## src/rtl/timer_pkg.sv

```systemverilog
// Register map, CTRL bit layout and FSM state type shared by the timer_dev RTL and its bench.
package timer_pkg;

  typedef enum logic [1:0] {IDLE, LOAD, CNT, INT} state_t;

  localparam logic [1:0] ADDR_CTRL   = 2'b00;
  localparam logic [1:0] ADDR_PRESET = 2'b01;
  localparam logic [1:0] ADDR_COUNT  = 2'b10;

  localparam int CTRL_EN      = 0;
  localparam int CTRL_MODE_LO = 1;
  localparam int CTRL_MODE_HI = 2;
  localparam int CTRL_IM      = 3;
  localparam int CTRL_W       = 4;

  localparam logic [1:0] MODE_ONESHOT = 2'b00;
  localparam logic [1:0] MODE_RELOAD  = 2'b01;

endpackage

```

## src/rtl/timer_dev_if.sv

```systemverilog
// Word-addressed register bus between the system bridge and timer_dev, plus its interrupt line.
interface timer_dev_if #(
  parameter int W = 32
);
  logic [1:0]   addr;
  logic         we;
  logic [W-1:0] wdata;
  logic [W-1:0] rdata;
  logic         irq;

  modport master (output addr, we, wdata, input rdata, irq);
  modport slave  (input addr, we, wdata, output rdata, irq);

endinterface

```

## src/rtl/timer_dev.sv

```systemverilog
// Programmable down-counter timer on the system bridge; one-shot or auto-reload, with a maskable
// interrupt line toward CP0 ext_int.
module timer_dev
  import timer_pkg::*;
#(
  parameter int           W          = 32,
  parameter logic [W-1:0] PRESET_RST = '0
) (
  input  logic        clk,
  input  logic        rst,
  timer_dev_if.slave  bus
);

  logic [CTRL_W-1:0] r_ctrl;
  logic [W-1:0]      r_preset;
  logic [W-1:0]      r_count;
  logic              r_pend;
  state_t            r_state;

  logic w_wr_ctrl;
  logic w_wr_preset;
  logic w_abort;
  logic w_reload;
  logic w_fire_oneshot;

  assign w_wr_ctrl      = bus.we && (bus.addr == ADDR_CTRL);
  assign w_wr_preset    = bus.we && (bus.addr == ADDR_PRESET);
  assign w_abort        = w_wr_ctrl && !bus.wdata[CTRL_EN];
  assign w_reload       = (r_ctrl[CTRL_MODE_HI:CTRL_MODE_LO] == MODE_RELOAD);
  assign w_fire_oneshot = (r_state == INT) && !w_reload;

  // NOTE: all state below is updated with <= so every branch sees the pre-edge values,
  // which is what lets the bus write and the FSM update the same register in one cycle.
  always_ff @(posedge clk) begin
    if (rst) begin
      r_ctrl   <= '0;
      r_preset <= PRESET_RST;
      r_count  <= '0;
      r_pend   <= 1'b0;
      r_state  <= IDLE;
    end else begin
      if (w_fire_oneshot)
        r_pend <= 1'b1;
      else if (w_wr_ctrl || w_wr_preset)
        r_pend <= 1'b0;

      if (w_wr_preset)
        r_preset <= bus.wdata;

      // A bus write to CTRL overrides the FSM's own EN clear.
      if (w_wr_ctrl)
        r_ctrl <= bus.wdata[CTRL_W-1:0];
      else if (w_fire_oneshot)
        r_ctrl[CTRL_EN] <= 1'b0;

      if (w_abort) begin
        r_state <= IDLE;
      end else begin
        case (r_state)
          IDLE: if (r_ctrl[CTRL_EN]) r_state <= LOAD;
          LOAD: begin
            r_count <= r_preset;
            r_state <= CNT;
          end
          CNT: begin
            if (!r_ctrl[CTRL_EN]) begin
              r_state <= IDLE;
            end else begin
              if (r_count != '0) r_count <= r_count - W'(1);
              // Leaving at COUNT<=1 also makes PRESET=0 behave like PRESET=1.
              if (r_count <= W'(1)) r_state <= INT;
            end
          end
          INT: r_state <= w_reload ? LOAD : IDLE;
          default: r_state <= IDLE;
        endcase
      end
    end
  end

  // NOTE: rdata gets a default before the case so no path leaves it unassigned (no latch).
  always_comb begin
    bus.rdata = '0;
    case (bus.addr)
      ADDR_CTRL:   bus.rdata = W'(r_ctrl);
      ADDR_PRESET: bus.rdata = r_preset;
      ADDR_COUNT:  bus.rdata = r_count;
      default:     bus.rdata = '0;
    endcase
  end

  // pend is never set in auto-reload, so the INT term alone gives the per-period pulse there;
  // in one-shot the INT term makes the level start with the terminal count.
  assign bus.irq = r_ctrl[CTRL_IM] && (r_pend || (r_state == INT));

endmodule
```

## src/flat_wrapper.sv

```systemverilog
// flat-port wrapper written by rule: the top's interface ports become plain ports
module timer_dev_flat import timer_pkg::*;
#(
  parameter int           W          = 32,
  parameter logic [W-1:0] PRESET_RST = '0
)
  (clk, rst, bus_addr, bus_we, bus_wdata, bus_rdata, bus_irq);
  timer_dev_if #(.W(W)) bus_i ();
  input  logic clk;
  input  logic rst;
  input wire logic [$bits(bus_i.addr)-1:0] bus_addr;
  input wire logic [$bits(bus_i.we)-1:0] bus_we;
  input wire logic [$bits(bus_i.wdata)-1:0] bus_wdata;
  output wire logic [$bits(bus_i.rdata)-1:0] bus_rdata;
  output wire logic [$bits(bus_i.irq)-1:0] bus_irq;
  assign bus_i.addr = bus_addr;
  assign bus_i.we = bus_we;
  assign bus_i.wdata = bus_wdata;
  assign bus_rdata = bus_i.rdata;
  assign bus_irq = bus_i.irq;
  timer_dev #(.W(W), .PRESET_RST(PRESET_RST)) u_core (.clk(clk), .rst(rst), .bus(bus_i));
endmodule
```

## config.mk

```make
export PLATFORM = sky130hd
export DESIGN_NAME = timer_dev_flat
export DESIGN_NICKNAME = d
export VERILOG_FILES = /design/src/rtl/timer_pkg.sv /design/src/rtl/timer_dev_if.sv /design/src/rtl/timer_dev.sv /design/src/flat_wrapper.sv
export SDC_FILE = /design/constraint.sdc
export NUM_CORES = 1
export LEC_CHECK = 0
export ABC_CLOCK_PERIOD_IN_PS = 2500
export BUFFER_PORTS_ARGS = -buffer_cell sky130_fd_sc_hd__buf_4
export CAP_MARGIN = 40
export CORE_ASPECT_RATIO = 1.4
export CORE_MARGIN = 3
export CORE_UTILIZATION = 57
export DETAILED_ROUTE_END_ITERATION = 8
export GPL_ROUTABILITY_DRIVEN = 0
export PLACE_DENSITY = 0.83
export SYNTH_ARGS = -nofsm -noshare
export SYNTH_HDL_FRONTEND = slang
export SYNTH_SLANG_ARGS = --single-unit
```

## constraint.sdc

```tcl
create_clock -name clk -period 2.5 [get_ports clk]
set_input_delay 0.125 -clock clk [delete_from_list [all_inputs] [get_ports clk]]
set_output_delay 0.125 -clock clk [all_outputs]
set_load 0.01 [all_outputs]
```

* Yosys cells after proc, flatten, opt, wreduce, memory -nomap -nowiden
Index checks and enable logic that the tools add are counted.
** Storage, ports and cells
- Register bits after elaboration :: 71
- Logic and storage cells :: 50
** Cells by class
- Add/sub/neg operators :: 1
- Magnitude comparators :: 1
- Equality and inequality tests :: 10
- Mux-type cells :: 13
- Bitwise gates (word level) :: 1
- Reduce and logical (&&, ||, !) cells :: 18
** Operator list (number)
- case mux 32 bit (3 select lines) :: 1
- two-way mux 32 bit :: 2
- case mux 32 bit (2 select lines) :: 1
- less-or-equal comparator 32 x 1 -> 1 bit, second input constant :: 1
- nonzero test 32 bit :: 1
- subtractor 32 x 1 -> 32 bit, second input constant :: 1
- case mux 2 bit (4 select lines) :: 1
- equality test 2 x 1 -> 1 bit, second input constant :: 3
- equality test 2 bit, second input constant :: 3
- two-way mux 2 bit :: 3
- inequality test 2 x 1 -> 1 bit, second input constant :: 3
- nonzero test 2 bit :: 3
- logical AND 1 bit :: 5
- two-way mux 1 bit :: 5
- logical NOT 2 bit :: 2
- AND reduction 4 bit :: 1
- inequality test 3 bit, second input constant :: 1
- logical NOT 1 bit :: 2
- logical OR 1 bit :: 2
- AND reduction 2 bit :: 1
- OR reduction 2 bit :: 1
- inverter 1 bit :: 1

* Logic depth before layout (Yosys ltp)
Gate-level depths: netlist of the first run.
- Depth in word-level cells :: 5
- Mapped depth :: 10

* Least setup slack after synthesis of the first run
No wires, ideal clock.
- Path type :: flip-flop to flip-flop
- Start point :: reg u_core.r_count[0]
- End point :: reg u_core.r_count[26]
- Library setup time :: 70 ps
- Data arrival time :: 1999 ps
- Setup slack :: 430 ps
- Cell stages (with the launch flop) :: 10
- Path buffers :: 2
- Period minus slack after synthesis :: 2070 ps
- Cell sequence :: dfxtp_1 > clkbuf_1 > inv_1 > ha_1 > nor3b_1 > and4_1 > clkbuf_1 > nand4_1 > a21o_1 > a21oi_1
** On the way
- Longest elaborated chain between the ends :: 4
** RTL lines
- from (decl) :: RTL line timer_dev.sv:16 : logic [W-1:0] r_count;
- from (signal assigned) :: RTL line timer_dev.sv:62 : r_count <= r_preset;
- from (signal assigned) :: RTL line timer_dev.sv:69 : if (r_count != '0) r_count <= r_count - W'(1);
- subtractor 32 x 1 -> 32 bit :: RTL line timer_dev.sv:69
- two-way mux 32 bit :: RTL line timer_dev.sv:69
- two-way mux 32 bit :: RTL line timer_dev.sv:66 : if (!r_ctrl[CTRL_EN]) begin
- case mux 32 bit (2 select lines) :: RTL line timer_dev.sv:59 : case (r_state)
Several ways; a longest one is shown, not always the timed one. The select of a mux whose other input is x is not followed.
A chain may end at the register's enable or synchronous reset.

* Worst setup path after layout of the first run
- Start point :: reg u_core.r_count[14]
- End point :: reg u_core.r_count[18]
The elaborated chain is that of the path after synthesis.

==> key figures, run 1 <==
Timing
  • Max transition margin: 48.0%
  • Sum Neg Setup Slack: 0 ns
  • Post-layout min period: 2.31 ns
  • Actual slew at the worst max-slew pin: 0.780 ns
  • Setup violators final: 0
  • Fmax: 433 MHz
  • Final Hold Viols: 0
  • Count of pins over their slew limit: 0
  • Setup skew after layout: 0.00704 ns
  • Part of the cycle the worst path needs: 92.5%
  • Setup repair after global routing missed its margin: false

Die
  • Area of the core: 0.00679 mm²
  • Number of ports placed on the die boundary: 70
  • Area of the die: 0.00825 mm²
  • Placement Rows: 35
  • Horizontal extent of the die: 77.6 µm
  • Vert. Die Dim: 106 µm
  • Effective utilization at floorplan: 60.3%

Routing
  • Post-detailed-route DRC marker count: 0
  • Number of vias after detailed routing: 4259
  • Final ANT Viol Nets: 0
  • Average wire length per cell after detail routing: 16.2 µm
  • Number of violations reported at the end of detailed-routing iteration 0: 460
  • Post-detailed-route via-to-cell ratio: 6.17
  • 1st-pass router iterations: 5
  • Sum of routed wire length over all layers: 11.2 mm

GRT
  • Via count of the first global-routing pass: 4017
  • Total routing resource utilization after global routing: 27.2%
  • Number of antenna violations at the first check in global routing: 0
  • Met3 Usage GRT: 4.92%
  • Global-route wire length before repair: 18.5 mm
  • Most used routing layer: met2
  • Routing usage on met2: 46.8%
  • Remaining global-route overflow: 0
  • Met1 Resource Use GR: 32.9%
  • Largest net degree at the start of global routing: 77

Synthesis
  • Portion of the post-synthesis area used by sequential elements: 34.7%
  • Gate count of the mapped netlist: 543
  • Main combinational cell family by area after synthesis: compound AO/OA/AOI/OAI gates
  • Avg Inst Size Synth: 7.54 µm²
  • Mapped Area: 0.00410 mm²
  • Number of enable flip-flop cells after synthesis: 0
  • Cell type contributing the most total cell area after synthesis: dfxtp_1
  • Share of synthesized area spent on multiplexers: 2.75%
  • Share of synthesized cell area in and, or, nand and nor gates: 25.7%
  • Ys flop type: dfxtp_1
  • Flops & latches, synth: 71
  • Post-synthesis compound-gate area fraction: 29.0%
  • Most numerous cell in the Yosys netlist: nand2_1
  • Synth unique cells: 55
  • Yosys Warn Count: 0
  • Adder-cell share of the synthesized area: 0.917%
  • Number of nets produced by synthesis: 583
  • Share of Yosys cell area claimed by the top area cell type: 34.7%
  • Share of flip-flops with an asynchronous set or reset: 0%
  • Fraction of synthesized cell area in xor and xnor cells: 0%
  • Main area contributors after synthesis: dfxtp_1 (35%), nand2_1 (10%), a21oi_1 (9.7%)
  • Leading cell types by count after synthesis: nand2_1 (109), a21oi_1 (79), dfxtp_1 (71), clkbuf_1 (34)

Min path
  • Hold WC Path Type: input port to flip-flop
  • Min-delay src: bus_wdata[8]

Clocking
  • Number of hold buffers added after cts: 0
  • Number of H-tree levels: 3
  • Clock tree from TritonCTS: yes
  • Buffers inserted by post-CTS timing repair: 0
  • Root buffer selected by CTS: clkbuf_8
  • Inserted Clock Buffers: 9
  • Clock-pin slew of the registers on the worst-case setup and hold paths: 0.08 ns
  • Clock latency at the later pin of the worst-skew pair: 0.36 ns
  • Number of instances resized during post-cts repair: 0
  • CTS Sinks: 71
  • Max Root-Sink Buffers: 2

Run
  • Max-cap viol count: 0

Outcome
  • Run status: finished clean

Layout
  • Diodes inserted: 0
  • Fraction of layout cells with a size suffix above 1: 20.1%
  • Final design utilization: 72.0%
  • Final net count: 633
  • Layout Area Growth over Synthesis: 19.3%
  • Number of fillers in the final layout: 576

Worst setup path
  • Critical path required time: 2.79 ns
  • Worst r2r src: u_core.r_count[14]
  • Critical path arrival: 2.60 ns
  • Cell with the largest stage delay on the worst path: or4_1
  • Slowest stage delay, CP: 0.57 ns
  • Critical path class: flip-flop to flip-flop
  • Crit start category: flip-flop
  • Maximum fanout along the worst path: 20
  • Cell breakdown of the critical path: or4_1 > nor4_2 > buf_4 > a41oi_4 > a21bo_2 > a21oi_1
  • Origin of the worst setup path: u_core.r_count[14]
  • Endpoint class of the critical path: flip-flop

Pwr
  • Power density over the cells: 505 mW/mm²
  • Static leakage power: 1.82 nW
  • Peak supply drop: 398 µV

Placed design
  • Number of port buffers: 69
  • Detailed-placement wirelength estimate: 7.46 mm
==> where the power goes <==
part,internal [mW],switching (mW),leakage [nW]
Clock,0.614,0.460,0.112
Sequential,1.15,0.0180,0.574
Combinational,0.0987,0.126,1.14
Total,1.86,0.604,1.82
==> registers in the layout, indices dropped and copies added (netlist names) <==
| name | flops |
|---|---|
| u_core.r_count | 32 |
| u_core.r_preset | 32 |
| u_core.r_ctrl | 4 |
| u_core.r_state | 2 |
| u_core.r_pend | 1 |
==> path summary, 6_finish.rpt <==
check,endpoint,depth (start not counted),slack [ns]
worst max-delay path,u_core.r_count[18],6,0.19
worst max register to register,u_core.r_count[18],6,0.19
worst min register to register,u_core.r_preset[22],2,0.48
worst min-delay path,u_core.r_preset[8],3,0.001
==> area by class of cell <==
type | count | area, µm² | share of cell area (%)
Tap cell | 92 | 115 | 2.36
Sequential cell | 71 | 1420 | 29.1
Inverter | 7 | 26.3 | 0.538
Clock buffer | 11 | 151 | 3.10
Clock inverter | 5 | 80.1 | 1.64
Timing Repair Buffer | 89 | 693 | 14.2
Multi-Input combinational cell | 415 | 2400 | 49.1
==> per-stage QoR <==
stage / setup WS [ns] / cell area, µm² / instances / hold slack [ns] / power, mW
CTS: 0.231 / 4890 / 690 / 0.00234 / 2.46
finish: 0.188 / 4890 / 690 / 0.00147 / 2.47
detailed placement: 0.252 / 4660 / 674 / 0.377 / 1.42
global route: 0.0515 / 4890 / 690 / 0.00540 / 2.54
global placement: 0.282 / 4660 / 674 / 0.372 / 1.41
floorplan: 0.430 / 4100 / 543 / 0.261 / 1.32
==> layer usage <==
metal / vias up / wire length [µm]
met5: - / 0
met4: 0 / 179
met3: 17 / 703
met2: 146 / 5890
met1: 2050 / 4380
li1: 2046 / -
==> cells in the final DEF, fill, tap and decap left out, types with 10 or more instances in the layout <==
| master | netlist | final |
|---|---|---|
| nor3_1 | 15 | 15 |
| nor2_1 | 30 | 30 |
| o21ai_0 | 15 | 15 |
| a22o_1 | 30 | 30 |
| dfxtp_1 | 71 | 71 |
| clkbuf_8 | 1 | 11 |
| o21ai_1 | 20 | 20 |
| buf_4 | 6 | 87 |
| nand2b_1 | 11 | 10 |
| a21o_1 | 13 | 13 |
| nand2_1 | 109 | 109 |
| a21oi_1 | 79 | 79 |
==> kinds of logic after synthesis <==
| family | count (synthesis) |
|---|---|
| flops | 71 |
| mux | 11 |
| simple gates | 214 |
| compound gates | 187 |
| fa+ha+maj | 3 |
| buf+inv | 57 |
==> worst max-delay path, delay by kind of cell, from the launching register on <==
kind / cells / cell delay [ns]
buffers and inverters: 1 / 0.29
AND/OR/NAND/NOR: 2 / 0.80
flip-flops: 1 / 0.37
AO/OA/AOI/OAI: 3 / 0.78
(Power assumes the default switching activity.)
==> run 2: changes to the inputs <==
--- a/config.mk
+++ b/config.mk
@@ -5,15 +5,16 @@
 export SDC_FILE = /design/constraint.sdc
 export NUM_CORES = 1
 export LEC_CHECK = 0
-export ABC_CLOCK_PERIOD_IN_PS = 2500
+export ABC_CLOCK_PERIOD_IN_PS = 1850
 export BUFFER_PORTS_ARGS = -buffer_cell sky130_fd_sc_hd__buf_4
 export CAP_MARGIN = 40
 export CORE_ASPECT_RATIO = 1.4
 export CORE_MARGIN = 3
-export CORE_UTILIZATION = 57
+export CORE_UTILIZATION = 51
 export DETAILED_ROUTE_END_ITERATION = 8
 export GPL_ROUTABILITY_DRIVEN = 0
-export PLACE_DENSITY = 0.83
+export HOLD_SLACK_MARGIN = 0.12
+export PLACE_DENSITY = 0.78
 export SYNTH_ARGS = -nofsm -noshare
 export SYNTH_HDL_FRONTEND = slang
 export SYNTH_SLANG_ARGS = --single-unit
==> constraint.sdc (replaced) <==
create_clock -name clk -period 1.85 [get_ports clk]
set_input_delay 0.0925 -clock clk [delete_from_list [all_inputs] [get_ports clk]]
set_output_delay 0.0925 -clock clk [all_outputs]
set_load 0.02 [all_outputs]
==> run 2 against run 1 <==
  * The flow now finishes with violations (setup timing)
  * Total power rose by 32%
  * Combinational power rose by 76%
  * Global-route usage is 0.29 points higher
  * Sequential share of layout area down 4.3 points
  * Die area grew 11%
  * Count of clock-buffer cells in the layout stayed put
  * Design area up 18%
  * Fmax up 13%
  * Routed wire length rose by 11%
  * Critical path type unchanged
  * Largest power group unchanged
==> key figures, run 2 (synthesis results as in run 1) <==
Outcome
  • Run status: finished, violations left
  • Failing checks: setup timing

Timing
  • Worst setup slack after layout: -0.195 ns (-0.383 ns)
  • Fmax: 489 MHz (+13%)
  • Max transition margin: 59.5% (+12 points)
  • Final Hold Viols: 0 (unchanged)
  • Count of pins over their slew limit: 0 (unchanged)
  • Setup skew after layout: 0.00906 ns (+0.00202 ns)
  • Post-layout min period: 2.04 ns (-0.267 ns)
  • Part of the cycle the worst path needs: 111% (+18 points)
  • Setup violators final: 32 (+32)
  • Setup repair after global routing missed its margin: true
  • Actual slew at the worst max-slew pin: 0.607 ns (-0.173 ns)

Worst setup path
  • Crit start category: flip-flop
  • Family with the most delay on the worst path: simple AND/OR/NAND/NOR gates
  • Critical path required time: 2.14 ns (-0.65 ns)
  • Crit Reg-Reg Endpoint: u_core.r_count[21]
  • Critical path arrival: 2.33 ns (-0.27 ns)
  • Critical path class: flip-flop to flip-flop
  • Maximum fanout along the worst path: 14 (-30%)
  • R2R depth: 7 (+1)
  • Reg2Reg Setup Slack: -0.19 ns (-0.38 ns)
  • Cell with the largest stage delay on the worst path: or4_4
  • Cell breakdown of the critical path: or4_4 > nor4_4 > buf_4 > a41o_4 > clkbuf_16 > o21ai_1 > a21oi_1
  • Worst r2r src: u_core.r_count[19]
  • Slowest stage delay, CP: 0.55 ns (-0.02 ns)
  • Buffers and inverters on the worst path: 2 (+1)
  • CP Depth: 7 (+1)
  • Endpoint class of the critical path: flip-flop

Die
  • Vert. Die Dim: 112 µm (+5.4%)
  • Effective utilization at floorplan: 52.5% (-7.8 points)
  • Area of the die: 0.00916 mm² (+11%)
  • Placement Rows: 38 (+8.6%)
  • Area of the core: 0.00780 mm² (+15%)
  • Number of ports placed on the die boundary: 70 (unchanged)
  • Horizontal extent of the die: 81.7 µm (+5.3%)

Layout
  • Final design utilization: 74.0% (+2.0 points)
  • Fin area: 0.00577 mm² (+18%)
  • Fraction of layout cells with a size suffix above 1: 28.9% (+8.8 points)
  • Final net count: 718 (+13%)
  • Largest registers in the final layout: u_core.r_count: 32 flops, u_core.r_preset: 32 flops, u_core.r_ctrl: 4 flops
  • Most used cells in the layout excluding fill and tap cells: buf_4 (130), nand2_1 (109), a21oi_1 (72)
  • Diodes inserted: 0 (unchanged)
  • Most frequent standard cell in the layout excluding fill and tap cells: buf_4
  • Layout Area Growth over Synthesis: 40.8%

Clocking
  • Max Root-Sink Buffers: 2 (unchanged)
  • Root buffer selected by CTS: clkbuf_8
  • Inserted Clock Buffers: 9 (unchanged)
  • Number of H-tree levels: 3 (unchanged)
  • CTS Sinks: 71 (unchanged)
  • Clock tree from TritonCTS: yes
  • Clock latency at the later pin of the worst-skew pair: 0.36 ns (about the same)
  • Clock-pin slew of the registers on the worst-case setup and hold paths: 0.07 ns (about the same)

Pwr
  • Static leakage power: 2.28 nW (+25%)
  • Power density over the cells: 563 mW/mm² (+12%)
  • Post-layout power: 3.25 mW (+32%)
  • Peak supply drop: 598 µV (+51%)

GRT
  • Global-route wire length before repair: 20.0 mm (+8.4%)
  • Largest net degree at the start of global routing: 58 (-25%)
  • Number of antenna violations at the first check in global routing: 0 (unchanged)
  • Via count of the first global-routing pass: 4371 (+8.8%)
  • Total routing resource utilization after global routing: 27.5% (+0.29 points)
  • Remaining global-route overflow: 0 (unchanged)

Run
  • Max-cap viol count: 0 (unchanged)

Min path
  • Hold-critical path endpoint: u_core.r_pend
  • Hold-critical path depth: 4 (+1)
  • Hold WC Path Type: input port to flip-flop
  • Min-delay src: bus_addr[1]

Routing
  • Post-detailed-route via-to-cell ratio: 5.89 (-4.6%)
  • Number of vias after detailed routing: 4607 (+8.2%)
  • Number of violations reported at the end of detailed-routing iteration 0: 350 (-24%)
  • 1st-pass router iterations: 5 (unchanged)
  • Average wire length per cell after detail routing: 15.9 µm (-1.8%)
  • Final ANT Viol Nets: 0 (unchanged)
  • Sum of routed wire length over all layers: 12.4 mm (+11%)
  • Post-detailed-route DRC marker count: 0 (unchanged)

Placed design
  • Detailed-placement wirelength estimate: 8.16 mm (+9.4%)
  • Placement-stage cell area: 0.00510 mm² (+9.5%)
  • Number of port buffers: 69 (unchanged)
==> run 2: metal layers <==
| metal | vias up | share of wire, % | wire length [µm] | global-route usage (%) |
|---|---|---|---|---|
| met5 | - | 0 | 0 | 0 |
| met4 | 0 | 2.6 | 326 | 13.2 |
| met3 | 28 | 5.6 | 691 | 4.25 |
| met2 | 194 | 53 | 6550 | 47.3 |
| met1 | 2160 | 39 | 4840 | 32.4 |
| li1 | 2225 | - | - | - |
==> run 2: worst register-to-register path: cells and delay by family (launching register included) <==
family,cells,cell delay [ns]
AOI/OAI and AO/OA,3,0.52
DFF,1,0.33
buffers and inverters,2,0.38
and+or+nand+nor,2,0.77
==> run 2: metrics by stage <==
| step | setup WS [ns] | std cells | TNS [ns] | hold slack [ns] |
|---|---|---|---|---|
| after floorplan | -0.160 | 543 | -2.34 | 0.228 |
| after global placement | -0.173 | 729 | -4.09 | 0.339 |
| after detailed placement | -0.230 | 729 | -5.99 | 0.347 |
| after CTS | -0.147 | 781 | -3.11 | 0.194 |
| after global routing | -0.223 | 782 | -5.84 | 0.237 |
| final | -0.195 | 782 | -4.24 | 0.207 |
==> run 2: worst max-delay path by stage <==
stage	startpoint	end	slack, ns
after floorplan	u_core.r_count[5]	u_core.r_count[27]	-0.16
after global placement	u_core.r_count[5]	u_core.r_count[9]	-0.17
after detailed placement	u_core.r_count[5]	u_core.r_count[9]	-0.23
after CTS	u_core.r_count[19]	u_core.r_count[17]	-0.15
after global routing	u_core.r_count[19]	u_core.r_count[31]	-0.22
final	u_core.r_count[19]	u_core.r_count[21]	-0.19
==> run 2: area by class of cell <==
cell class | instances | area (µm²)
multi-input combinational | 415 | 2490
fill | 590 | 2030
timing repair buffer | 174 | 1500
sequential | 71 | 1430
clock buffer | 11 | 151
tap | 100 | 125
clock inverter | 4 | 45.0
inverter | 7 | 26.3
==> run 2: report_power, final <==
part	switching, mW	internal, mW
combinational	0.200	0.197
sequential	0.0234	1.55
clock	0.591	0.682
==> run 2: repair_timing <==
item	in CTS	in global routing
pin swaps	2	6
hold endpoints to repair	37	0
hold buffers	33	0
resized for setup	8	15
gates cloned	0	1
endpoints found under the setup margin	33	33
buffers inserted	4	0
